[src/rtl/manchester_pkg.sv]
// Shared definitions for the sequential Manchester-carry add/subtract unit:
// FSM state encodings and the segment-index width helper.
package manchester_pkg;

  localparam logic [1:0] ST_IDLE = 2'd0;
  localparam logic [1:0] ST_BUSY = 2'd1;
  localparam logic [1:0] ST_DONE = 2'd2;

  // Index counter width: ceil(log2(nseg)), but never narrower than one bit.
  function automatic int idx_width(input int nseg);
    int w;
    w = 1;
    while ((1 << w) < nseg) w++;
    return w;
  endfunction

endpackage

[src/rtl/manchester_segment.sv]
// One SEG-bit slice of a Manchester carry chain built from per-bit
// kill/propagate/generate cells; purely combinational.
module manchester_segment #(
  parameter int SEG = 4
) (
  input  logic [SEG-1:0] a,
  input  logic [SEG-1:0] b,
  input  logic           cin,
  output logic [SEG-1:0] s,
  output logic           cout,
  output logic           c_msb
);

  // Each cell owns its own carry wires so the chain is a clean
  // bit-to-bit ripple rather than a self-referencing vector.
  for (genvar i = 0; i < SEG; i++) begin : g_bit
    logic p, g, k;
    logic c_in_w, c_out_w;

    if (i == 0) begin : g_first
      assign c_in_w = cin;
    end else begin : g_next
      assign c_in_w = g_bit[i-1].c_out_w;
    end

    assign p       = a[i] ^ b[i];
    assign g       = a[i] & b[i];
    assign k       = ~(a[i] | b[i]);
    assign c_out_w = k ? 1'b0 : (p ? c_in_w : g);
    assign s[i]    = p ^ c_in_w;
  end

  assign cout  = g_bit[SEG-1].c_out_w;
  assign c_msb = g_bit[SEG-1].c_in_w;

endmodule

[src/rtl/manchester_seq_adder.sv]
// Multi-cycle WIDTH-bit add/subtract unit resolving one SEG-bit segment per
// clock, LSB segment first, with valid/ready handshakes on both sides.
module manchester_seq_adder
  import manchester_pkg::*;
#(
  parameter int WIDTH = 16,
  parameter int SEG   = 4
) (
  input  logic             clk,
  input  logic             rst,
  input  logic             in_valid,
  output logic             in_ready,
  input  logic [WIDTH-1:0] x,
  input  logic [WIDTH-1:0] y,
  input  logic             carry_in,
  input  logic             sub,
  output logic             out_valid,
  input  logic             out_ready,
  output logic [WIDTH-1:0] sum,
  output logic             carry_out,
  output logic             overflow
);

  localparam int             NSEG     = WIDTH / SEG;
  localparam int             IW       = idx_width(NSEG);
  localparam logic [IW-1:0]  LAST_IDX = IW'(NSEG - 1);

  if (WIDTH % SEG != 0) begin : g_bad_params
    $error("manchester_seq_adder: WIDTH must be a multiple of SEG");
  end

  logic [1:0]       state;
  logic [IW-1:0]    idx;
  logic [WIDTH-1:0] op_a;
  logic [WIDTH-1:0] op_b;
  logic             carry;

  logic [SEG-1:0]   seg_a;
  logic [SEG-1:0]   seg_b;
  logic [SEG-1:0]   seg_s;
  logic             seg_cout;
  logic             seg_c_msb;

  assign in_ready  = (state == ST_IDLE);
  assign out_valid = (state == ST_DONE);

  assign seg_a = op_a[int'(idx)*SEG +: SEG];
  assign seg_b = op_b[int'(idx)*SEG +: SEG];

  manchester_segment #(.SEG(SEG)) u_segment (
    .a     (seg_a),
    .b     (seg_b),
    .cin   (carry),
    .s     (seg_s),
    .cout  (seg_cout),
    .c_msb (seg_c_msb)
  );

  // Subtraction is folded in at accept time: invert y and force carry-in,
  // so the BUSY datapath only ever performs an add.
  always_ff @(posedge clk) begin
    if (rst) begin
      state     <= ST_IDLE;
      idx       <= '0;
      op_a      <= '0;
      op_b      <= '0;
      carry     <= 1'b0;
      sum       <= '0;
      carry_out <= 1'b0;
      overflow  <= 1'b0;
    end else begin
      case (state)
        ST_IDLE: begin
          if (in_valid) begin
            op_a  <= x;
            op_b  <= y ^ {WIDTH{sub}};
            carry <= sub | carry_in;
            idx   <= '0;
            state <= ST_BUSY;
          end
        end
        ST_BUSY: begin
          sum[int'(idx)*SEG +: SEG] <= seg_s;
          carry                     <= seg_cout;
          if (idx == LAST_IDX) begin
            carry_out <= seg_cout;
            overflow  <= seg_c_msb ^ seg_cout;
            state     <= ST_DONE;
          end else begin
            idx <= idx + IW'(1);
          end
        end
        ST_DONE: begin
          if (out_ready) state <= ST_IDLE;
        end
        default: state <= ST_IDLE;
      endcase
    end
  end

endmodule

[config.mk]
export PLATFORM = sky130hd
export DESIGN_NAME = manchester_seq_adder
export DESIGN_NICKNAME = d
export VERILOG_FILES = /design/src/rtl/manchester_pkg.sv /design/src/rtl/manchester_segment.sv /design/src/rtl/manchester_seq_adder.sv
export SDC_FILE = /design/constraint.sdc
export NUM_CORES = 1
export LEC_CHECK = 0
export ABC_CLOCK_PERIOD_IN_PS = 5700
export BUFFER_PORTS_ARGS = -buffer_cell sky130_fd_sc_hd__buf_2
export CORE_ASPECT_RATIO = 0.75
export CORE_MARGIN = 8
export CORE_UTILIZATION = 55
export DETAILED_ROUTE_END_ITERATION = 7
export GPL_TIMING_DRIVEN = 0
export HOLD_SLACK_MARGIN = 0.12
export PLACE_DENSITY = 0.81
export SLEW_MARGIN = 20
export SYNTH_ARGS = -nofsm -noshare
export SYNTH_HDL_FRONTEND = slang
export SYNTH_SLANG_ARGS = --single-unit
[constraint.sdc]
create_clock -name clk -period 5.7 [get_ports clk]
set_input_delay 1.14 -clock clk [delete_from_list [all_inputs] [get_ports clk]]
set_output_delay 1.14 -clock clk [all_outputs]
set_load 0.01 [all_outputs]
==> metrics list, run 1 <==
- The run finished with clean final reports.
* Fmax: 269 MHz
- In the global route stage, overall resource usage came out at 0.183.
* Arrival time reported for the critical path endpoint: 3.96 ns
- Net total in the final layout: 390
- Total count of hold-check failures in the final report: 0
- The critical path contains buffers and inverters numbering 2 combined.
- The signal on the critical path passes through clkbuf_1 > mux4_2 > inv_1 > fa_1 > fa_1 > fa_1 > fa_1 > or3_1 > a21oi_1.
* Total of flip-flops plus latches after synthesis: 55
* Count of endpoints failing setup in the final report: 0
- Average instance area after synthesis: 9.37 µm²
* Fraction of the yosys area taken by sequential cells: 0.420
- The floorplan step set the die height to 75.8 µm.
* Wire length per cell: 15.9 µm
* Synthesized instance count: 280
- Clock-pin slew was measured on the worst setup and hold paths at 0.10 ns.
- The sequential cells in the finished layout cover a total of 1100 µm².
- DRC viols: 0
* Prevailing post-synth register cell: dfxtp_1
- Tmin final: 3.72 ns
- Filler cell count: 384
* Leakage Power: 1.26 nW
* Start point of the worst hold path: sum[5]$_SDFFE_PP0P_
- Overall die area: 7260 µm²
- Port Buffers: 55
* Register-to-register setup slack: 1.98 ns
- Wires add up to 6360 µm.
- Hold Worst Slack: 0.452 ns
- The initialized floorplan defines 21 standard-cell rows.
- Post-synthesis async set-or-reset flop share: 0
- Routed length on met3: 498 µm
* Via count of the routed design: 2239
- The repair_antennas step left the layout with diodes totalling 0.
- The multi-input combinational cells in the finished layout cover a total of 1350 µm².
- On the critical path the largest part of the delay comes from adder cells.
- Across all setup checks in the final design, the least slack found is 1.98 ns.
* Kind of start point of the critical path: flop
- YS warnings: 0
- Top metal layer carrying routed signals: met4
* Post-CTS resize count: 0
- Post-CTS setup buffers: 0
- The path class of the tightest hold or removal check is flop to flop.
- WS Path Type: flop to flop
- Entering global routing, the biggest net connects 17 pins.
* Origin of the critical flop-to-flop path: idx[1]$_SDFFE_PP0P_
- Critical Path Slowest Stage Cell: fa_1
* Reg2Reg Capture Point: sum[7]$_SDFFE_PP0P_
- The clock passes through at most 2 buffers.
* Relative slew slack: 0.599
- Number of nets in the synthesized netlist: 328
* Die boundary width: 95.7 µm
- In the final layout, the share of cells above drive strength 1 is 0.262.
- Remaining antenna violation count: 0
* Post-route cell area: 3090 µm²
- Number of maximum-capacitance constraint violations: 0
* Met2 wire len: 2830 µm
- Timing analysis after detailed placement gives a worst setup slack of 2.02 ns.
- Fin Clk Skew: 0.00988 ns
- Along the worst path, the maximum fanout reaches 10.
- Count of hold-fix buffers inserted at cts: 0
* R2R depth: 9
- After global routing the overflow that remains totals 0.
- The first global-routing pass estimated 10200 µm of wire.
* Critical path's largest stage delay: 0.53 ns
* Antenna violations before repair: 0
- Count of flip-flops with a built-in enable after synthesis: 0
* Worst-Skew Late Latency: 0.32 ns
- Effective utilization at floorplan: 0.580
* Maximum resistive drop on vdd: 0.000217 V
- Post-route setup TNS: 0 ns
- The detailed router finished its first iteration with 129 violations.
- The design draws 851 µW.
- Data on the critical path is required at its endpoint by 5.94 ns.
* Endpoint, Worst Hold: sum[5]$_SDFFE_PP0P_
- In this run the power density over the cells is 276 nW/µm².
- Number of top-level pins: 58
- Hold path cells: 2
* Number of levels the H-tree was split into: 2
- Measured on the finished design, the core utilization comes to 0.683.
* Clock tree root buffer cell: clkbuf_8
* Detailed-route wire length on metal 1: 2950 µm
- Number of buffers created by CTS: 5
- Final clock period utilization by the worst path: 0.653
* Avg Vias per Cell: 5.60
- Unrepaired setup endpoints after global routing: false
- Placed cell areas: 2970 µm²
* CTS tree: yes
- The core region is 4520 µm².
- The number of global-route vias before repair came to 2121.
- Before antenna repair, the detailed router went through 4 iterations.
- The final max-slew violation count came to 0.
* Actual transition at the worst max-transition pin: 0.602 ns
- Total standard cell area after synthesis: 2620 µm²
- Final RePlAce weighted congestion: 0.831
- Once placement completed, the tool counted placed cells totaling 392.
- Non-filler instance count after layout: 400
- Synthesis instantiated 35 different standard cells from the library.
- Critical Path Most Common Cell: fa_1
* Layout overhead on the synthesized area: 17.7%
- Nature of the critical path endpoint: flop
* Clock sinks: 55
* Detailed-placement wirelength estimate: 4670 µm
==> cells in the final DEF, fill, tap and decap left out, types with 2 or more instances in the layout <==
cell type  netlist  layout
a32oi_1          8       8
inv_1           16      16
xnor2_1         17      17
a22oi_1          5       5
nor3_1           5       5
buf_4            4       4
fa_1             4       4
a21oi_1         24      24
clkbuf_8         0       6
a311oi_1         2       2
nor2b_1          3       3
mux4_2           8       8
nand2_1         37      37
nand3b_1         5       5
ha_1             6       6
or3_1            4       4
a211oi_1        16      16
buf_2            7      62
nor2_1          31      31
dfxtp_1         55      55
clkbuf_1         8       8
==> layer usage <==
metal	GRT usage	vias up
met5	0	-
met4	0.0543	0
met3	0.0492	10
met2	0.284	85
met1	0.244	1055
li1	-	1089
==> where the power goes <==
| part | switching, mW | internal [mW] |
|---|---|---|
| Clock | 0.130 | 0.142 |
| Combinational | 0.0910 | 0.0694 |
| Sequential | 0.0122 | 0.406 |
| Total | 0.233 | 0.618 |
==> state kept, by name (all words and copies together) (netlist names) <==
| signal | flops |
|---|---|
| op_a | 16 |
| op_b | 16 |
| sum | 16 |
| idx | 2 |
| state | 2 |
| carry | 1 |
| carry_out | 1 |
| overflow | 1 |
==> synth_stat cells (2+ instances only) <==
library cell / instances / area share
buf_2: 7 / 0.013
mux4_2: 8 / 0.069
or3_1: 4 / 0.0095
a311oi_1: 2 / 0.0067
xnor2_1: 17 / 0.057
a211oi_1: 16 / 0.046
dfxtp_1: 55 / 0.42
nor3_1: 5 / 0.0095
nand2_1: 37 / 0.053
a21oi_1: 24 / 0.046
nand3b_1: 5 / 0.014
inv_1: 16 / 0.023
buf_4: 4 / 0.011
nor2b_1: 3 / 0.0072
fa_1: 4 / 0.031
nor2_1: 31 / 0.044
clkbuf_1: 8 / 0.011
a22oi_1: 5 / 0.014
a32oi_1: 8 / 0.027
ha_1: 6 / 0.029
==> area by class of cell <==
type / instances / area share
sequential: 55 / 0.357
timing repair buffer: 55 / 0.0892
inverter: 16 / 0.0195
clock inverter: 2 / 0.0113
tap: 57 / 0.0231
buffer: 21 / 0.0369
multi-input combinational: 188 / 0.437
clock buffer: 6 / 0.0268
==> worst max-delay path by stage <==
stage                              from                  end  slack, ns  cells past startpoint
CTS                 idx[1]$_SDFFE_PP0P_  sum[7]$_SDFFE_PP0P_       1.99                      9
detailed placement  idx[1]$_SDFFE_PP0P_  sum[7]$_SDFFE_PP0P_       2.02                      9
finish              idx[1]$_SDFFE_PP0P_  sum[7]$_SDFFE_PP0P_       1.98                      9
global placement    idx[1]$_SDFFE_PP0P_  sum[7]$_SDFFE_PP0P_       2.07                      9
floorplan           idx[1]$_SDFFE_PP0P_  sum[7]$_SDFFE_PP0P_       2.49                      9
global route        idx[1]$_SDFFE_PP0P_  sum[7]$_SDFFE_PP0P_       1.89                      9
==> worst min-delay path, stage by stage (launching register included) <==
cell and delay (ns):
dfxtp_1 0.32, nand2_1 0.05, a21oi_1 0.05
==> cell families after synthesis <==
| logic type | share of synthesized area |
|---|---|
| multiplexers | 0.0687 |
| buffers and inverters | 0.0663 |
| AO/OA/AOI/OAI | 0.154 |
| XOR/XNOR | 0.0568 |
| AND/OR/NAND/NOR | 0.176 |
| flip-flops | 0.420 |
| adder cells (fa/ha/maj) | 0.0592 |
Power figures use the tool's default switching activity.
==> inputs of run 2 (changes only) <==
ABC_CLOCK_PERIOD_IN_PS = 3400   (was 5700)
CORE_UTILIZATION = 48   (was 55)
PLACE_DENSITY = 0.75   (was 0.81)
clock period = 3.4 ns   (was 5.7 ns; I/O delays follow)
==> run 2 against run 1 <==
Against the previous run:
- hold slack better by 0.0042 ns
- critical path depth is the same
- via count down 4.3%
- utilization shrank 9.8 points
- combinational power is 68% higher
- non-clock buffer count did not move
- clock-buffer cell count decreased by 1
- largest power group unchanged
==> metrics list, run 2 (synthesis results as in run 1) <==
- Net switching power of the design: 388 µW (+67%)
- The number of buffers created by CTS was 5 (unchanged).
- Setup repair after global routing left no endpoint under its margin.
- The count of max-cap constraint violations is 0 (unchanged).
- Worst-Skew Late Latency: 0.31 ns (about the same)
- The final max-slew violation count was 0 (unchanged).
- The static leakage is 1.25 nW (-0.99%).
* Net total in the final layout: 390 (unchanged)
* Hold Worst Slack: 0.456 ns (+0.00418 ns)
- Maximum resistive drop on vdd: 0.000232 V (+6.9%)
- The largest driver fanout on the critical path was 6 (-4).
- The placer congestion estimate was 0.817 (-1.7%).
- The initial antenna violation count came to 0 (unchanged).
* Bufs on Longest Clock Path: 2 (unchanged)
- Cell row count: 23 (+9.5%)
* Fmax: 309 MHz (+15%)
- Post-CTS setup buffers: 0 (unchanged)
* Run status: completed
- The initial cell density of the core is 0.495 (-0.0850).
- The number of design rule violations left after detail routing came to 0 (unchanged).
- The core area is 5300 µm² (+17%).
- Arrival time reported for the critical path endpoint: 3.49 ns (-0.47 ns)
- Origin of the critical flop-to-flop path: idx[0]$_SDFFE_PP0P_
- The floorplan die height was 80.0 µm (+5.6%).
- 1st-iter DRT viols: 123 (-4.7%)
- Share of post-route cells with drive strength above 1: 0.271 (+0.00875)
- Clk pin slew, worst setup/hold paths: 0.11 ns (about the same)
- The relative contribution of sequential cells to total power came to 0.525 (+0.033).
* Layout overhead on the synthesized area: 18.1%
* Total Routed Length: 6180 µm (-2.7%)
- The logic depth of the worst register-to-register path is 9 (unchanged).
- Launching instance or port of the critical path: idx[0]$_SDFFE_PP0P_
- Count of hold-fix buffers inserted at cts: 0 (unchanged)
- Count of endpoints failing setup in the final report: 0 (unchanged)
- Total count of hold-check failures in the final report: 0 (unchanged)
- Critical path required time: 3.65 ns (-2.29 ns)
* Port Buffers: 55 (unchanged)
- Post-Place Cells: 410 (+4.6%)
- The actual slew at the worst max-slew pin is 0.556 ns (-0.0461 ns).
- ANT cells: 0 (unchanged)
* Post-CTS resize count: 2 (+2)
* Top library cells by usage in the layout, fill and taps aside: 61 x buf_2, 55 x dfxtp_1, 37 x nand2_1
- Via count of the routed design: 2143 (-4.3%)
- Detailed-placement wirelength estimate: 4750 µm (+1.7%)
- The largest clock skew in the final design is 0.0137 ns (+0.00380 ns).
- The number of vias per cell after detailed routing is 5.13 (-8.4%).
- Power density relative to cell area: 431 nW/µm² (+56%)
- In the final layout, the registers with the most flip-flops are op_a (16), op_b (16), sum (16).
- CTS placed an instance of clkbuf_8 at the clock tree root.
- The wire length per cell after detailed routing was 14.8 µm (-6.9%).
- The post-detailed-route count of antenna-violating nets was 0 (unchanged).
- The total track usage was 0.158 (-0.0248).
- GR Overflow Total: 0 (unchanged)
- The worst slew margin relative to its limit came to 0.629 (+0.0307).
- The number of global-route vias before repair was 2148 (+1.3%).
- CTS tree: yes
* Clock sinks: 55 (unchanged)
- The first-pass GRT wire length came to 10200 µm (-0.14%).
* Final clock period utilization by the worst path: 0.952 (+0.299)
- Number of levels the H-tree was split into: 2 (unchanged)
- The area of the die was 8110 µm² (+12%).
* Number of top-level pins: 58 (unchanged)
- The portion of total power attributed to combinational logic was 0.201 (+0.012).
- Tmin final: 3.24 ns (-0.485 ns)
- Clock group share of total power: 0.274 (-0.046)
* Register-to-register setup slack: 0.16 ns (-1.81 ns)
* Nature of the critical path endpoint: flop
- CP Capture Point: sum[7]$_SDFFE_PP0P_
- Pre-Repair DR Iteration Count: 4 (unchanged)
- The endpoint identified for the worst register-to-register timing path is sum[7]$_SDFFE_PP0P_.
- Internal power: 947 µW (+53%)
- Most common cell after layout, fill and taps aside: buf_2
* Die boundary width: 101 µm (+5.9%)
- STA classifies the critical path startpoint as a flop.
- The count of non-filler cells in the finished layout is 418 (+4.5%).
* Largest net degree at the start of global routing: 19 (+2)
* Hold WC Path Type: flop to flop
- Fraction of power spent switching nets: 0.291 (+0.0169)
- WS Path Type: flop to flop
## run 2: final cells by class
| class | count | area, µm² |
|---|---|---|
| Fill cell | 530 | 2200 |
| Multi-Input combinational cell | 188 | 1350 |
| Sequential cell | 55 | 1100 |
| Timing Repair Buffer | 55 | 275 |
| Buffer | 21 | 120 |
| Tap cell | 75 | 93.8 |
| Clock buffer | 5 | 68.8 |
| Inverter | 16 | 60.1 |
| Clock inverter | 3 | 25.0 |
## run 2: routing by layer
layer,share of wire,track usage,vias up
met2,0.45,0.240,71
met1,0.46,0.212,976
met5,0,0,-
li1,-,-,1091
met3,0.084,0.0444,5
met4,0.0071,0.0474,0
## run 2: through the flow
step	worst slack (ns)	utilization	TNS (ns)	area (µm²)	total power, mW
after floorplan	0.187	-	0	2620	0.895
after global placement	-0.260	0.565	-0.873	2990	0.975
after detailed placement	-0.279	0.565	-0.989	2990	0.981
after CTS	0.0404	0.583	0	3090	1.35
after global routing	0.0387	0.585	0	3100	1.41
final	0.163	0.585	0	3100	1.34
## run 2: worst min-delay path by stage
stage                                from                    end  slack, ns  cells past startpoint
finish                sum[7]$_SDFFE_PP0P_    sum[7]$_SDFFE_PP0P_       0.46                      2
global route          sum[7]$_SDFFE_PP0P_    sum[7]$_SDFFE_PP0P_       0.48                      2
CTS                   sum[7]$_SDFFE_PP0P_    sum[7]$_SDFFE_PP0P_       0.46                      2
detailed placement    sum[7]$_SDFFE_PP0P_    sum[7]$_SDFFE_PP0P_       0.44                      2
global placement      sum[7]$_SDFFE_PP0P_    sum[7]$_SDFFE_PP0P_       0.44                      2
floorplan           op_a[10]$_SDFFE_PP0P_  op_a[10]$_SDFFE_PP0P_       0.43                      2
## run 2: power groups by stage
| stage | Sequential (mW) | Combinational, mW | Clock, mW |
|---|---|---|---|
| 5_1_grt | 0.705 | 0.297 | 0.407 |
| 4_1_cts | 0.701 | 0.266 | 0.379 |
| 3_5_place_dp | 0.715 | 0.265 | 0 |
| 6_report | 0.701 | 0.268 | 0.367 |
| 2_1_floorplan | 0.711 | 0.184 | 0 |
| 3_3_place_gp | 0.714 | 0.262 | 0 |
## run 2: worst max-delay path, cell delays in order, from the launching register on
cell and delay, ns:
dfxtp_1 0.36, clkbuf_4 0.20, mux4_2 0.35, inv_1 0.06, fa_1 0.43, fa_1 0.39
fa_2 0.39, fa_2 0.46, or3_1 0.40, a21oi_1 0.14
==> inputs of run 3 (changes only) <==
ABC_AREA = 1   (was not set)
CORE_UTILIZATION = 35   (was 48)
PLACE_DENSITY = not set   (was 0.75)
==> run 3 against run 2 <==
Against the previous run:
- area after synthesis grew 7.6%
- design area grew 8.4%
- critical path depth grew 5
- die area grew 38%
- non-clock buffer count is the same
- largest cell class unchanged
- largest power group unchanged
==> metrics list, run 3 <==
- Leaving out fill and tap cells, the most frequent cell in the layout is nor2_1.
- The core area came to 7850 µm² (+48%).
- DRC viols: 0 (unchanged)
- Library cell with the highest instance count after synthesis: nor2_1
- Tmin final: 3.23 ns (-0.00743 ns)
- Setup repair after global routing left no endpoint under its margin.
- Crit path cell chain: inv_1 > buf_6 > nor2_1 > nor2_1 > a21oi_1 > fa_1 > fa_1 > fa_1 > fa_2 > nor2_4 > nand3_1 > nor2_1 > nor2_1 > nor2_1
- Relative to the synthesized area, the layout overhead comes to 19.0%.
- Placed cell areas: 3230 µm² (+8.1%)
- Final clock period utilization by the worst path: 0.950 (-0.00218)
- Final Slew Violations: 0 (unchanged)
- By area the synthesized netlist is led by dfxtp_1 39%, nor2_1 16%, nand2_1 9.6%, o21ai_0 7.3%, xnor2_1 5.0%.
- The worst slew margin relative to its limit came to 0.697 (+0.0682).
- Kind of start point of the critical path: flop
- The count of non-filler cells in the finished layout came to 581 (+39%).
- The sequential area share after synthesis came to 0.390 (-0.0298).
- The number of synthesized flops with an enable pin was 0 (unchanged).
- Cell row count: 28 (+22%)
- Number of buffers created by CTS: 5 (unchanged)
- Total Routed Length: 7000 µm (+13%)
* Average instance area after synthesis: 6.83 µm² (-27%)
- The data required time at the worst endpoint is 3.59 ns (-0.06 ns).
* Number of levels the H-tree was split into: 2 (unchanged)
- The summed area of non-filler cells in the final layout is 3360 µm² (+8.4%).
- WS Path Type: flop to flop
- First-pass GRT wire length: 12100 µm (+18%)
- Fin Clk Skew: 0.00943 ns (-0.00425 ns)
* 1st-iter DRT viols: 172 (+40%)
- The tightest min-delay check is of the flop to flop type.
- Overall global routing resource usage: 0.129 (-0.0287)
* Prevailing post-synth register cell: dfxtp_1
- Synthesized instance count: 413 (+48%)
- The number of unique standard cell types used by synthesis was 23 (-34%).
- The quantity of I/O buffers inserted on ports came to 56 (+1.8%).
- The number of failing setup endpoints in the final timing report is 0 (unchanged).
- Critical path's largest stage delay: 0.59 ns (+0.13 ns)
- The die width came to 120 µm (+18%).
- The worst voltage drop across the vdd grid is 0.000169 V (-27%).
- Clock sinks: 55 (unchanged)
- Nature of the critical path endpoint: flop
* Avg Vias per Cell: 4.41 (-14%)
* Power density relative to cell area: 428 nW/µm² (-0.67%)
* Register-to-register setup slack: 0.17 ns (about the same)
- The commonest cells after synthesis are 124 x nor2_1, 72 x nand2_1, 55 x dfxtp_1.
- GR Overflow Total: 0 (unchanged)
- Pre-Repair DR Iteration Count: 4 (unchanged)
- In the final layout, the registers with the most flip-flops are op_a (16), op_b (16), sum (16).
- Effective utilization at floorplan: 0.360 (-0.136)
- Post-route setup TNS: 0 ns (unchanged)
- The initial antenna violation count came to 0 (unchanged).
- The placer congestion estimate is 0.815 (-0.21%).
* Hold Worst Slack: 0.465 ns (+0.00867 ns)
* Fmax: 310 MHz (+0.23%)
- The clock latency on the worst-skew pair is 0.31 ns (about the same).
- The synthesized design spends more area on one cell type than any other, namely dfxtp_1.
- Leakage Power: 1.58 nW (+27%)
- The kind of cell with the highest combined delay along the critical path is adder cells.
- Actual transition at the worst max-transition pin: 0.454 ns (-0.102 ns)
- Total count of hold-check failures in the final report: 0 (unchanged)
- Clock tree root buffer cell: clkbuf_8
* Share of post-route cells with drive strength above 1: 0.181 (-0.0905)
* Arrival time reported for the critical path endpoint: 3.42 ns (-0.07 ns)
- YS warnings: 0 (unchanged)
- Proportion of netlist area held by the largest area contributor: 0.390 (-0.0298)
* Wire length per cell: 12.0 µm (-19%)
* Number of maximum-capacitance constraint violations: 0 (unchanged)
- The half-perimeter wire length after placement was 5450 µm (+15%).
* Post-Place Cells: 574 (+40%)
- The floorplan die height came to 93.8 µm (+17%).
- The number of I/O pins came to 58 (unchanged).
- Worst-path maximum fanout: 12 (+6)
* Total standard cell area after synthesis: 2820 µm² (+7.6%)
- The post-detailed-route count of antenna-violating nets is 0 (unchanged).
- The area of the die was 11200 µm² (+38%).
* Overall power after layout: 1.44 mW (+7.7%)
* Count of buffer and inverter cells on the critical path: 2 (unchanged)
- The largest buffer count on any clock path came to 2 (unchanged).
- Vias in the first global route: 2578 (+20%)
- The top cell types in the final layout, fill and taps aside, are 123 x nor2_1, 72 x nand2_1, 59 x buf_2.
- The cell that appears most often on the critical path is nor2_1.
- The synthesis-stage register bit count is 55 (unchanged).
* Number of nets in the synthesized netlist: 461 (+41%)
- Post-synthesis async set-or-reset flop share: 0 (unchanged)
* Via count of the routed design: 2564 (+20%)
- CTS tree: yes
- The post-CTS setup buffer count came to 0 (unchanged).
- The number of antenna cells inserted is 0 (unchanged).
- The largest net degree at the start of global routing was 16 (-3).
* Run status: completed
- The post-layout net count was 523 (+34%).
- The clock transition at the registers of the reported paths was 0.10 ns (about the same).
* Critical Path Slowest Stage Cell: fa_2
run 3: cell types whose count changed after synthesis, moves of 4 or more:
cell | before | now
nor2_1 | 31 | 124
o21ai_0 | 0 | 41
nand2_1 | 37 | 72
inv_1 | 16 | 34
a211oi_1 | 16 | 0
nand3_1 | 1 | 11
a32oi_1 | 8 | 0
mux4_2 | 8 | 0
a21oi_1 | 24 | 17
a22oi_1 | 5 | 0
buf_6 | 1 | 6
nand3b_1 | 5 | 0
or3_1 | 4 | 0
run 3: layer usage:
layer,wire (µm),up-vias,track usage
met5,0,-,0
met4,40,0,0.0311
met3,383,4,0.0336
met2,2770,58,0.194
met1,3800,1105,0.181
li1,-,1397,-
run 3: final timing paths:
check | start | end | cells after the start
worst min-delay path | op_a[3]$_SDFFE_PP0P_ | op_a[3]$_SDFFE_PP0P_ | 2
worst max register to register | idx[0]$_SDFFE_PP0P_ | sum[15]$_SDFFE_PP0P_ | 14
worst max-delay path | idx[0]$_SDFFE_PP0P_ | sum[15]$_SDFFE_PP0P_ | 14
worst min register to register | op_a[3]$_SDFFE_PP0P_ | op_a[3]$_SDFFE_PP0P_ | 2
run 3: worst register-to-register path, delay by kind of cell (launching register included):
family,cells,cell delay (ns)
buffers and inverters,2,0.28
adder cells (fa/ha/maj),4,1.86
AO/OA/AOI/OAI,1,0.08
AND/OR/NAND/NOR,7,0.52
flip-flops,1,0.39
run 3: cell type report:
class | instances | area (µm²)
Buffer | 20 | 148
Clock buffer | 8 | 100
Fill cell | 860 | 4490
Inverter | 37 | 144
Multi-Input combinational cell | 300 | 1450
Sequential cell | 55 | 1100
Tap cell | 105 | 131
Timing Repair Buffer | 56 | 280
run 3: cell families after synthesis:
family          Yosys count  share of synthesized area
xor+xnor                 17                     0.0527
flops                    55                      0.390
buf+inv                  58                     0.0997
compound gates           58                      0.103
fa+ha+maj                10                     0.0550
simple gates            215                      0.300
run 3: timing repair:
item | in CTS | in global routing
gates resized for setup | 5 | 6
hold buffers | 0 | 0
endpoints found under the setup margin | 3 | 5
gates cloned | 0 | 0
run 3: stage by stage:
| step | worst slack, ns | util |
|---|---|---|
| 5_1_grt | 0.0182 | 0.428 |
| 3_3_place_gp | -0.0451 | 0.412 |
| 3_5_place_dp | -0.0858 | 0.412 |
| 2_1_floorplan | 0.300 | - |
| 6_report | 0.170 | 0.428 |
| 4_1_cts | 0.0185 | 0.426 |
run 3: power by group:
part           internal [mW]  switching (mW)  leakage [nW]
registers              0.688          0.0236         0.453
clock network          0.187           0.211        0.0515
logic                  0.133           0.196          1.08
